--- src/rtl/taxi_eth_phy_10g_rx_reset_seq_pkg.sv ---
// Shared types and constants for the 10G PHY RX path.
// Carries the RX reset sequencer state type and the 64b/66b sync header codes.
package taxi_eth_phy_10g_pkg;

    typedef enum logic [1:0] {
        ASSERT   = 2'd0,
        WAIT_CDR = 2'd1,
        SETTLE   = 2'd2,
        RUN      = 2'd3
    } rx_reset_state_t;

    localparam logic [1:0] SYNC_DATA = 2'b10;
    localparam logic [1:0] SYNC_CTRL = 2'b01;

endpackage

--- src/rtl/taxi_eth_phy_10g_rx_reset_seq_if.sv ---
// Control bundle between the RX reset sequencer and its neighbours
// (RX watchdog, management, SERDES wrapper, PCS RX).
interface taxi_eth_phy_10g_rx_reset_seq_if;

    logic       serdes_rx_reset_req;
    logic       cfg_rx_reset;
    logic       serdes_rx_cdr_lock;
    logic       serdes_rx_rst;
    logic       rx_reset_active;
    logic       rx_cdr_fail;
    logic [7:0] rx_reset_count;

    modport master (
        output serdes_rx_reset_req,
        output cfg_rx_reset,
        output serdes_rx_cdr_lock,
        input  serdes_rx_rst,
        input  rx_reset_active,
        input  rx_cdr_fail,
        input  rx_reset_count
    );

    modport slave (
        input  serdes_rx_reset_req,
        input  cfg_rx_reset,
        input  serdes_rx_cdr_lock,
        output serdes_rx_rst,
        output rx_reset_active,
        output rx_cdr_fail,
        output rx_reset_count
    );

endinterface

--- src/rtl/taxi_eth_phy_10g_rx_reset_seq.sv ---
// 10G SERDES RX reset sequencer: pulses the SERDES RX reset, waits for a stable
// CDR lock, then releases the PCS RX path with a holdoff against repeat requests.
module taxi_eth_phy_10g_rx_reset_seq
    import taxi_eth_phy_10g_pkg::*;
#(
    parameter int RST_CYCLES     = 64,
    parameter int CDR_TIMEOUT    = 19531,
    parameter int SETTLE_CYCLES  = 1024,
    parameter int HOLDOFF_CYCLES = 19531
) (
    input  logic                          clk,
    input  logic                          rst,
    taxi_eth_phy_10g_rx_reset_seq_if.slave rx_rst_if
);

    localparam int MAX_AB  = (RST_CYCLES > CDR_TIMEOUT) ? RST_CYCLES : CDR_TIMEOUT;
    localparam int MAX_CD  = (SETTLE_CYCLES > HOLDOFF_CYCLES) ? SETTLE_CYCLES : HOLDOFF_CYCLES;
    localparam int MAX_ALL = (MAX_AB > MAX_CD) ? MAX_AB : MAX_CD;
    localparam int CNT_W   = ($clog2(MAX_ALL) > 0) ? $clog2(MAX_ALL) : 1;

    localparam logic [CNT_W-1:0] RST_RELOAD     = CNT_W'(RST_CYCLES - 1);
    localparam logic [CNT_W-1:0] CDR_RELOAD     = CNT_W'(CDR_TIMEOUT - 1);
    localparam logic [CNT_W-1:0] SETTLE_RELOAD  = CNT_W'(SETTLE_CYCLES - 1);
    localparam logic [CNT_W-1:0] HOLDOFF_RELOAD = CNT_W'(HOLDOFF_CYCLES - 1);

    function automatic logic [7:0] sat_inc8(input logic [7:0] val);
        return (val == 8'hFF) ? val : val + 8'd1;
    endfunction

    rx_reset_state_t  r_state;
    rx_reset_state_t  w_state_nxt;
    logic [CNT_W-1:0] r_cnt;
    logic [CNT_W-1:0] w_cnt_nxt;
    logic             w_cnt_zero;
    logic             w_pulse_done;
    logic             w_fail_set;
    logic             w_fail_clr;
    logic             r_serdes_rx_rst;
    logic             r_rx_reset_active;
    logic             r_rx_cdr_fail;
    logic [7:0]       r_rx_reset_count;

    assign w_cnt_zero = (r_cnt == '0);

    // One shared down-counter; every transition reloads it for the state being entered.
    always_comb begin
        w_state_nxt  = r_state;
        w_cnt_nxt    = r_cnt;
        w_pulse_done = 1'b0;
        w_fail_set   = 1'b0;
        w_fail_clr   = 1'b0;

        if (rx_rst_if.cfg_rx_reset) begin
            w_state_nxt = ASSERT;
            w_cnt_nxt   = RST_RELOAD;
        end else begin
            case (r_state)
                ASSERT: begin
                    if (w_cnt_zero) begin
                        w_state_nxt  = WAIT_CDR;
                        w_cnt_nxt    = CDR_RELOAD;
                        w_pulse_done = 1'b1;
                    end else begin
                        w_cnt_nxt = r_cnt - 1'b1;
                    end
                end
                WAIT_CDR: begin
                    if (rx_rst_if.serdes_rx_cdr_lock) begin
                        w_state_nxt = SETTLE;
                        w_cnt_nxt   = SETTLE_RELOAD;
                    end else if (w_cnt_zero) begin
                        w_state_nxt = ASSERT;
                        w_cnt_nxt   = RST_RELOAD;
                        w_fail_set  = 1'b1;
                    end else begin
                        w_cnt_nxt = r_cnt - 1'b1;
                    end
                end
                SETTLE: begin
                    // Any dropout restarts both the lock wait and its timeout.
                    if (!rx_rst_if.serdes_rx_cdr_lock) begin
                        w_state_nxt = WAIT_CDR;
                        w_cnt_nxt   = CDR_RELOAD;
                    end else if (w_cnt_zero) begin
                        w_state_nxt = RUN;
                        w_cnt_nxt   = HOLDOFF_RELOAD;
                        w_fail_clr  = 1'b1;
                    end else begin
                        w_cnt_nxt = r_cnt - 1'b1;
                    end
                end
                RUN: begin
                    if (rx_rst_if.serdes_rx_reset_req && w_cnt_zero) begin
                        w_state_nxt = ASSERT;
                        w_cnt_nxt   = RST_RELOAD;
                    end else if (!w_cnt_zero) begin
                        w_cnt_nxt = r_cnt - 1'b1;
                    end
                end
                default: begin
                    w_state_nxt = ASSERT;
                    w_cnt_nxt   = RST_RELOAD;
                end
            endcase
        end
    end

    always_ff @(posedge clk) begin
        if (rst) begin
            r_state           <= ASSERT;
            r_cnt             <= RST_RELOAD;
            r_serdes_rx_rst   <= 1'b1;
            r_rx_reset_active <= 1'b1;
            r_rx_cdr_fail     <= 1'b0;
            r_rx_reset_count  <= 8'd0;
        end else begin
            r_state           <= w_state_nxt;
            r_cnt             <= w_cnt_nxt;
            r_serdes_rx_rst   <= (w_state_nxt == ASSERT);
            r_rx_reset_active <= (w_state_nxt != RUN);
            if (w_fail_set) begin
                r_rx_cdr_fail <= 1'b1;
            end else if (w_fail_clr) begin
                r_rx_cdr_fail <= 1'b0;
            end
            if (w_pulse_done) begin
                r_rx_reset_count <= sat_inc8(r_rx_reset_count);
            end
        end
    end

    assign rx_rst_if.serdes_rx_rst   = r_serdes_rx_rst;
    assign rx_rst_if.rx_reset_active = r_rx_reset_active;
    assign rx_rst_if.rx_cdr_fail     = r_rx_cdr_fail;
    assign rx_rst_if.rx_reset_count  = r_rx_reset_count;

endmodule

--- src/flat_wrapper.sv ---
// flat-port wrapper written by rule: the top's interface ports become plain ports
module taxi_eth_phy_10g_rx_reset_seq_flat import taxi_eth_phy_10g_pkg::*;
#(
    parameter int RST_CYCLES     = 64,
    parameter int CDR_TIMEOUT    = 19531,
    parameter int SETTLE_CYCLES  = 1024,
    parameter int HOLDOFF_CYCLES = 19531
)
  (clk, rst, rx_rst_if_serdes_rx_reset_req, rx_rst_if_cfg_rx_reset, rx_rst_if_serdes_rx_cdr_lock, rx_rst_if_serdes_rx_rst, rx_rst_if_rx_reset_active, rx_rst_if_rx_cdr_fail, rx_rst_if_rx_reset_count);
  taxi_eth_phy_10g_rx_reset_seq_if rx_rst_if_i ();
  input  logic clk;
  input  logic rst;
  input wire logic [$bits(rx_rst_if_i.serdes_rx_reset_req)-1:0] rx_rst_if_serdes_rx_reset_req;
  input wire logic [$bits(rx_rst_if_i.cfg_rx_reset)-1:0] rx_rst_if_cfg_rx_reset;
  input wire logic [$bits(rx_rst_if_i.serdes_rx_cdr_lock)-1:0] rx_rst_if_serdes_rx_cdr_lock;
  output wire logic [$bits(rx_rst_if_i.serdes_rx_rst)-1:0] rx_rst_if_serdes_rx_rst;
  output wire logic [$bits(rx_rst_if_i.rx_reset_active)-1:0] rx_rst_if_rx_reset_active;
  output wire logic [$bits(rx_rst_if_i.rx_cdr_fail)-1:0] rx_rst_if_rx_cdr_fail;
  output wire logic [$bits(rx_rst_if_i.rx_reset_count)-1:0] rx_rst_if_rx_reset_count;
  assign rx_rst_if_i.serdes_rx_reset_req = rx_rst_if_serdes_rx_reset_req;
  assign rx_rst_if_i.cfg_rx_reset = rx_rst_if_cfg_rx_reset;
  assign rx_rst_if_i.serdes_rx_cdr_lock = rx_rst_if_serdes_rx_cdr_lock;
  assign rx_rst_if_serdes_rx_rst = rx_rst_if_i.serdes_rx_rst;
  assign rx_rst_if_rx_reset_active = rx_rst_if_i.rx_reset_active;
  assign rx_rst_if_rx_cdr_fail = rx_rst_if_i.rx_cdr_fail;
  assign rx_rst_if_rx_reset_count = rx_rst_if_i.rx_reset_count;
  taxi_eth_phy_10g_rx_reset_seq #(.RST_CYCLES(RST_CYCLES), .CDR_TIMEOUT(CDR_TIMEOUT), .SETTLE_CYCLES(SETTLE_CYCLES), .HOLDOFF_CYCLES(HOLDOFF_CYCLES)) u_core (.clk(clk), .rst(rst), .rx_rst_if(rx_rst_if_i));
endmodule
--- config.mk ---
export PLATFORM = sky130hd
export DESIGN_NAME = taxi_eth_phy_10g_rx_reset_seq_flat
export DESIGN_NICKNAME = d
export VERILOG_FILES = /design/src/rtl/taxi_eth_phy_10g_rx_reset_seq_pkg.sv /design/src/rtl/taxi_eth_phy_10g_rx_reset_seq_if.sv /design/src/rtl/taxi_eth_phy_10g_rx_reset_seq.sv /design/src/flat_wrapper.sv
export SDC_FILE = /design/constraint.sdc
export NUM_CORES = 1
export LEC_CHECK = 0
export CAP_MARGIN = 25
export CORE_ASPECT_RATIO = 1.75
export CORE_MARGIN = 1
export CORE_UTILIZATION = 35
export CTS_CLUSTER_DIAMETER = 200
export DETAILED_ROUTE_END_ITERATION = 12
export GPL_TIMING_DRIVEN = 0
export PLACE_DENSITY = 0.51
export REMOVE_ABC_BUFFERS = 1
export SLEW_MARGIN = 20
export SYNTH_ARGS = -nofsm -noshare
export SYNTH_HDL_FRONTEND = slang
export SYNTH_SLANG_ARGS = --single-unit
--- constraint.sdc ---
create_clock -name clk -period 6.1 [get_ports clk]
set_input_delay 1.22 -clock clk [delete_from_list [all_inputs] [get_ports clk]]
set_output_delay 1.22 -clock clk [all_outputs]
set_load 0.01 [all_outputs]
# --- Word-level counts from Yosys, hierarchy flattened ---
# Index checks and enable logic that the tools add are counted.
# Widths: inputs -> output; s select.
totals:
  mem_count: 0
  wordCells: 48
  latchBits: 0
  input_bits: 5
  mem_bits_ro: 0
  output_inout_bits: 11
  mem_bits_rw: 0
  regBits: 28
classes:
  n_addsub: 2
  mux: 26
  mul: 0
  n_shift: 0
  reduce_logical: 7
  div: 0
  bitwise: 1
  n_lt_le_gt_ge: 0
  n_eq_ne: 6
ops:
  columns: ["operator", "count"]
  rows:
  - ["$mux 15", 6]
  - ["$pmux 15 s4", 1]
  - ["$logic_not 15->1", 1]
  - ["$sub 15x1->15 const B", 1]
  - ["$mux 2", 7]
  - ["$mux 1", 11]
  - ["$add 8x1->8 const B", 1]
  - ["$eq 8x8->1 const B", 1]
  - ["$pmux 2 s4", 1]
  - ["$eq 2x2->1 const B", 2]
  - ["$logic_not 2->1", 2]
  - ["$ne 3x3->1 const B", 1]
  - ["$eq 2x1->1 const B", 1]
  - ["$ne 2x2->1 const B", 1]
  - ["$reduce_and 2->1", 1]
  - ["$reduce_bool 2->1", 1]
  - ["$reduce_or 2->1", 1]
  - ["$logic_and 1x1->1", 1]
  - ["$not 1->1", 1]

# --- Logic depth before layout (Yosys ltp) ---
# Gate-level depths: netlist of the first run.
logic_depth:
  ltp_word: 7
  ltp_mapped: 8

# --- Least setup slack after synthesis of the first run ---
# Ideal clock, no wire load.
synth_timing:
  path_kind: "input to register"
  start: "input port rx_rst_if_cfg_rx_reset"
  end: "register u_core.r_rx_reset_count[5] (netlist: u_core.rx_rst_if.rx_reset_count[5])"
  arrival_ns: 2.673
  path_slack_ns: 3.357
  cell_stages: 5
  setup_ns: 0.070
  path_cell_list: "or3b_2 nor4_4 nand3_4 or4_1 a21oi_1"
synth_between:
  elab_chain_cells: 2
synth_rtl:
  columns: ["item", "line_no", "text"]
  rows:
  - ["start: declaration", "flat_wrapper.sv:14", "input wire logic [$bits(rx_rst_if_i.cfg_rx_reset)-1:0] rx_rst_if_cfg_rx_reset;"]
  - ["$mux 1", "taxi_eth_phy_10g_rx_reset_seq.sv:53", "if (rx_rst_if.cfg_rx_reset) begin"]
  - ["$reduce_and 2->1 (no line)", null, null]
  - ["end signal: assignment", "taxi_eth_phy_10g_rx_reset_seq.sv:127", "r_rx_reset_count <= sat_inc8(r_rx_reset_count);"]
  - ["end: declaration", "taxi_eth_phy_10g_rx_reset_seq.sv:41", "logic [7:0] r_rx_reset_count;"]
# No other way between the ends.
# A chain may end at the register's enable or synchronous reset.

# --- Final worst setup path of the first run ---
# Same ends and word-level chain as after synthesis.

==> results of run 1 <==
==> logic make-up (layout without fill, tap and decap cells) <==
logic type	count (synthesis)	in the layout	share of synthesized area, %
buffers and inverters	17	23	5.76
adder cells (fa/ha/maj)	3	3	2.34
flip-flops	28	28	34.9
multiplexers	1	1	0.623
AND/OR/NAND/NOR	83	83	29.4
XOR/XNOR	16	16	8.72
AO/OA/AOI/OAI	47	47	18.2
==> worst max-delay path: cells and delay by family <==
family	cells	cell delay [ns]
and+or+nand+nor	4	1.45
buffers and inverters	1	0.48
AOI/OAI and AO/OA	1	0.14
==> path summary, 6_finish.rpt <==
check                           slack, ns                                       from  cells after the start                                         endpoint
worst max-delay path                 3.00                     rx_rst_if_cfg_rx_reset                      6  u_core.rx_rst_if.rx_reset_count[5]$_SDFFE_PP0P_
worst min-delay path                 0.51  u_core.rx_rst_if.rx_cdr_fail$_SDFFE_PP0P_                      2        u_core.rx_rst_if.rx_cdr_fail$_SDFFE_PP0P_
worst max register to register       3.44               u_core.r_cnt[6]$_SDFFE_PP0P_                      5                     u_core.r_cnt[1]$_SDFFE_PP1P_
worst min register to register       0.51  u_core.rx_rst_if.rx_cdr_fail$_SDFFE_PP0P_                      2        u_core.rx_rst_if.rx_cdr_fail$_SDFFE_PP0P_
==> report_power, final <==
part           internal [µW]  switching, µW
Combinational           4.31           7.73
Clock                   44.3           54.9
Sequential               183          0.980
==> sequential cells by signal, summed over array words and instances, names as in the netlist <==
name,cells
u_core.r_cnt,15
u_core.r_state,2
u_core.rx_rst_if.rx_cdr_fail,1
u_core.rx_rst_if.rx_reset_active,1
u_core.rx_rst_if.rx_reset_count,8
u_core.rx_rst_if.serdes_rx_rst,1
==> per-layer routing <==
metal  GRT usage (%)  up-vias  wire (µm)
li1                -      717          -
met1            17.9      689       1570
met2            31.9       18       2150
met3            1.66        6         65
met4            5.26        0         48
met5               0        -          0
==> cells in the mapped netlist, types with 3 or more instances <==
| library cell | n | share of area (%) |
|---|---|---|
| o21ai_0 | 13 | 4.0 |
| nor4_1 | 5 | 1.9 |
| a21oi_1 | 14 | 4.4 |
| nand4_1 | 5 | 1.9 |
| nand2b_1 | 3 | 1.2 |
| ha_1 | 3 | 2.3 |
| nand3_1 | 7 | 2.2 |
| dfxtp_1 | 28 | 35 |
| clkbuf_1 | 6 | 1.4 |
| nor2_1 | 19 | 4.4 |
| xnor2_1 | 10 | 5.5 |
| or4_4 | 3 | 2.1 |
| nor3_1 | 9 | 2.8 |
| buf_6 | 3 | 2.1 |
| nand2_1 | 16 | 3.7 |
| a31o_2 | 3 | 1.6 |
| xor2_1 | 6 | 3.3 |
| inv_1 | 5 | 1.2 |
==> through the flow <==
step / setup WS (ns) / cell area (µm²) / utilization, % / hold slack, ns
final: 3.00 / 1790 / 40.7 / 0.511
after global routing: 2.92 / 1790 / 40.7 / 0.545
after CTS: 2.99 / 1790 / 40.7 / 0.510
after detailed placement: 2.71 / 1750 / 39.8 / 0.498
after global placement: 2.77 / 1750 / 39.7 / 0.485
after floorplan: 3.36 / 1530 / - / 0.506
==> layout make-up <==
cell class	instances	area, µm²
fillers	472	2610
multi-input cells	150	960
flip-flops and latches	28	561
repair buffers	15	150
well taps	51	63.8
clock buffers	3	41.3
inverters	5	18.8
==> summary.md, run 1 <==
| Metric | Value |
|---|---|
| Synth Cell Area | 1610 µm² |
| Min-delay worst type | reg2reg |
| Drt pass-1 iters | 4 |
| FMAX | 0.322 GHz |
| PostCTS Resize Cnt | 0 |
| Synth Flop Type | dfxtp_1 |
| Overflow after GRT | 0 |
| Post-Syn Instances | 195 |
| Crit path DAT | roughly 3.3 ns |
| Clk slew on worst S/H paths | around 0.09 ns |
| Worst-Skew Late Latency | approximately 0.27 ns |
| Max Cap Violations | 0 |
| Most frequent cells in the layout | 28 x dfxtp_1, 19 x nor2_1, 16 x nand2_1, 15 x clkdlybuf4s50_1, 14 x a21oi_1 |
| Dpl hpwl | ~3000 µm |
| CP peak stage delay | 0.50 ns |
| Number of I/O port buffers | 15 |
| Vias per inst | 5.67 |
| Die Height | a little over 90 µm |
| Core area | around 4400 µm² |
| CTS tree | done |
| Part of the cycle the worst path needs | between 50% and 60% |
| Postcts setup bufs | 0 |
| Setup TNS | 0 ns |
| Startpoint Class | input port |
| Slowest cell on the critical path | or3b_2 |
| Min Clock Period, post-route | around 3.1 ns |
| FFs w/ async S/R, synth | 0% |
| Starting Density | approximately 36% |
| Cell Chain, Critical Path | clkdlybuf4s50_1, or3b_2, nor4_4, nand3_4, or4_1, a21oi_1 |
| CP Capture Type | flop |
| Placed insts | 249 |
| DR WL/cell | 15.2 µm |
| Diode count | 0 |
| Post-CTS Hold Fix Bufs | 0 |
| Synthesized area per cell | between 8 and 9 µm² |
| Worst slew margin | a little over two fifths |
| Total GRT Usage | ~17% |
| Total power | around 300 µW |
| CP max FO | 8 |
| Layout Area Growth over Synthesis | 11.7% |
| Max VDD drop | between 90 and 100 µV |
| Post-Layout Cell Count | roughly 250 |
| Netlist cell types | around 50 |
| Deepest clock path buffer count | 2 |
| Final Skew | 0.00503 ns |
| Final Setup Violations | 0 |
| Commonest non-fill, non-tap cell in the layout | dfxtp_1 |
| Root Driver | clkbuf_8 |
| DRC | 0 |
| Vias | between 1000 and 1500 |
| First-pass GRT wire length | 6200 µm |
| CTS sink cnt | 28 |
| Share of layout cells above drive strength 1 | 8.46% |
| Fin nets | approximately 210 |
| ANT nets after route | 0 |
| H-tree levels | 1 |
| Initial DRC Count | 34 |
| Ports | 16 |
| Initial antenna violation count | 0 |
| Post-synth EDFFs | 0 |
| WP data required | 6.30 ns |
| Setup CP Type | in2reg |
| CTS Buf Count | 3 |
| Post-synthesis sequential area ratio | around a third |
| Final Slew Violations | 0 |
| RSZ-0062 raised after global routing | false |
| Final WL | about 3800 µm |
| Vias in the first global route | ~1400 |
| Die area | a little under 5000 µm² |
| Hold Fails Final Rpt | 0 |
| Tightest Pin Transition | 0.858 ns |
| Power Dens Cells | approximately 160 nW/µm² |
| FF+latch count, synth | 28 |
| Outcome | finished clean |
| Rows | 32 |
| Pin count of the biggest net entering global routing | 23 |
| P_leak | just under 0.0006 µW |
| Chip Width | ~53 µm |
| GP Congestion | just under 0.8 |
| Synthesis Warnings | 0 |
(Power assumes the default switching activity.)
==> run 2, diff against run 1 <==
==> constraint.sdc (replaced) <==
create_clock -name clk -period 2.9 [get_ports clk]
set_input_delay 0.58 -clock clk [delete_from_list [all_inputs] [get_ports clk]]
set_output_delay 0.58 -clock clk [all_outputs]
set_load 0.01 [all_outputs]
==> run 2 against run 1 <==
  * Worst hold slack about the same
  * Final area up 0.49%
  * Non-clock buffer count unchanged
  * Largest cell class unchanged
  * Critical path type is now reg2reg
==> summary.md, run 2 (synthesis results as in run 1) <==
| Metric | Value |
|---|---|
| Outcome | finished clean (unchanged) |
| First-pass GRT wire length | 6200 µm (unchanged) |
| CTS Buf Count | 3 (unchanged) |
| Starting Density | 36.5% (unchanged) |
| Deepest clock path buffer count | 2 (unchanged) |
| Reg2reg start | u_core.r_cnt[6]$_SDFFE_PP0P_ (unchanged) |
| Drt pass-1 iters | 4 (unchanged) |
| CTS sink cnt | 28 (unchanged) |
| Final Skew | 0.00509 ns (was 0.00503 ns) |
| Vias | 1424 (was 1430) |
| CP Capture Type | flop (unchanged) |
| Biggest register | u_core.r_cnt (unchanged) |
| Commonest non-fill, non-tap cell in the layout | dfxtp_1 (unchanged) |
| RSZ-0062 raised after global routing | false (unchanged) |
| Die area | 4880 µm² (unchanged) |
| Fin area | 1800 µm² (was 1790 µm²) |
| Levels on crit path | 5 (was 6) |
| Pin count of the biggest net entering global routing | 23 (unchanged) |
| DR WL/cell | 15.2 µm (about the same) |
| CP max FO | 12 (was 8) |
| Min Clock Period, post-route | 2.46 ns |
| Layout Utilization | 40.9% (was 40.7%) |
| Startpoint Class | flop (was input port) |
| Root Driver | clkbuf_8 (unchanged) |
| Clk slew on worst S/H paths | 0.09 ns (about the same) |
| Power Dens Cells | 345 nW/µm² (was 165 nW/µm²) |
| Part of the cycle the worst path needs | between 80% and 90% |
| Critical Path Start | u_core.r_cnt[6]$_SDFFE_PP0P_ (was rx_rst_if_cfg_rx_reset) |
| Final Slew Violations | 0 (unchanged) |
| Initial antenna violation count | 0 (unchanged) |
| Final Setup Violations | 0 (unchanged) |
| Crit path to | u_core.r_cnt[1]$_SDFFE_PP1P_ (was u_core.rx_rst_if.rx_reset_count[5]$_SDFFE_PP0P_) |
| Rows | 32 (unchanged) |
| Vias per inst | 5.65 (was 5.67) |
| Total GRT Usage | 16.7% (unchanged) |
| GP Congestion | 0.786 (unchanged) |
| Vias in the first global route | 1376 (unchanged) |
| Reg-to-Reg End | u_core.r_cnt[1]$_SDFFE_PP1P_ (unchanged) |
| Min-delay worst type | reg2reg (unchanged) |
| Most frequent cells in the layout | 28 x dfxtp_1, 19 x nor2_1, 16 x nand2_1, 15 x clkdlybuf4s50_1, 14 x a21oi_1 (unchanged) |
| Postcts setup bufs | 0 (unchanged) |
| Hold Fails Final Rpt | 0 (unchanged) |
| P_leak | 0.000581 µW (about the same) |
| Fin nets | 211 (unchanged) |
| FF-to-FF path depth | 5 (unchanged) |
| R2R Setup Slk | 0.44 ns (was 3.44 ns) |
| Setup CP Type | reg2reg (was in2reg) |
| Area post-placement | 1750 µm² (unchanged) |
| CTS tree | done (unchanged) |
| Layout Area Growth over Synthesis | 12.2% (was 11.7%) |
| Final WL | 3830 µm (about the same) |
| Max VDD drop | 212 µV (was 99.8 µV) |
| Worst slew margin | 48.3% (was 42.3%) |
| Worst Hold Margin | 0.511 ns (about the same) |
| Tightest Pin Transition | 0.773 ns (was 0.858 ns) |
| Ports | 16 (unchanged) |
| Number of I/O port buffers | 15 (unchanged) |
| Max reg flops | 15 (unchanged) |
| Diode count | 0 (unchanged) |
| DRC | 0 (unchanged) |
| Worst-Skew Late Latency | 0.27 ns (about the same) |
| Crit path buf inv count | 0 (was 1) |
| Placed insts | 249 (unchanged) |
| Crit path DAT | 2.58 ns (was 3.30 ns) |
| CP top delay family | simple AND/OR/NAND/NOR gates (unchanged) |
| CP peak stage delay | 0.72 ns (was 0.50 ns) |
| ANT nets after route | 0 (unchanged) |
| Slowest cell on the critical path | or4_1 (was or3b_2) |
| Initial DRC Count | 46 (was 34) |
| Post-Layout Cell Count | 252 (unchanged) |
| Share of layout cells above drive strength 1 | 8.46% (unchanged) |
| Chip Width | 53.2 µm (unchanged) |
| FMAX | about 0.4 GHz |
| Dpl hpwl | 2980 µm (unchanged) |
| WP data required | 3.02 ns (was 6.30 ns) |
| Cell Chain, Critical Path | or4_1, or4_4, or2_2, nor3_1, a41oi_1 (was clkdlybuf4s50_1, or3b_2, nor4_4, nand3_4, or4_1, a21oi_1) |
| Die Height | 91.6 µm (unchanged) |
| Core area | 4400 µm² (unchanged) |
| Max Cap Violations | 0 (unchanged) |
| H-tree levels | 1 (unchanged) |
| Overflow after GRT | 0 (unchanged) |
-- run 2: worst min path at each step --
stage,to,slack (ns),startpoint,cells past startpoint
4_1_cts,u_core.rx_rst_if.rx_reset_count[5]$_SDFFE_PP0P_,0.51,u_core.rx_rst_if.rx_reset_count[5]$_SDFFE_PP0P_,2
3_3_place_gp,u_core.rx_rst_if.rx_reset_count[5]$_SDFFE_PP0P_,0.49,u_core.rx_rst_if.rx_reset_count[5]$_SDFFE_PP0P_,2
6_report,u_core.rx_rst_if.rx_cdr_fail$_SDFFE_PP0P_,0.51,u_core.rx_rst_if.rx_cdr_fail$_SDFFE_PP0P_,2
5_1_grt,u_core.rx_rst_if.rx_reset_count[5]$_SDFFE_PP0P_,0.55,u_core.rx_rst_if.rx_reset_count[5]$_SDFFE_PP0P_,2
3_5_place_dp,u_core.rx_rst_if.rx_reset_count[5]$_SDFFE_PP0P_,0.50,u_core.rx_rst_if.rx_reset_count[5]$_SDFFE_PP0P_,2
2_1_floorplan,u_core.rx_rst_if.rx_cdr_fail$_SDFFE_PP0P_,0.51,u_core.rx_rst_if.rx_cdr_fail$_SDFFE_PP0P_,2
-- run 2: what timing repair did --
| action | in CTS | in global routing |
|---|---|---|
| gates resized for setup | 0 | 1 |
| endpoints found under the setup margin | 0 | 1 |
| endpoints found under the hold margin | 0 | 0 |
| hold buffers | 0 | 0 |
-- run 2: stage by stage --
step | setup TNS [ns] | total power (µW) | worst slack (ns)
finish | 0 | 621 | 0.437
global route | 0 | 644 | 0.326
CTS | 0 | 630 | 0.246
detailed placement | 0 | 422 | 0.149
global placement | -0.861 | 421 | -0.188
floorplan | 0 | 407 | 0.386
-- run 2: power breakdown --
part	leakage [µW]	switching (µW)	internal [µW]
Sequential	0.000226	2.09	386
Clock	0.0000216	115	93.2
Combinational	0.000333	16.4	9.07
-- run 2: cell type report --
class,count,area [µm²]
Fill cell,472,2600
Multi-Input combinational cell,150,968
Sequential cell,28,561
Timing Repair Buffer,15,150
Tap cell,51,63.8
Clock buffer,3,41.3
Inverter,5,18.8
-- run 2: routing by layer --
layer  track usage, %  up-vias  wire, µm
met4             5.26        0        55
met1             17.9      680      1610
met2             31.9       21      2100
li1                 -      716         -
met3             1.66        7        69
met5                0        -         0
-- run 2: worst register-to-register path: stages (launching register included) --
cell     delay, ns
dfxtp_1       0.35
or4_1         0.72
or4_4         0.66
or2_2         0.37
nor3_1        0.15
a41oi_1       0.06
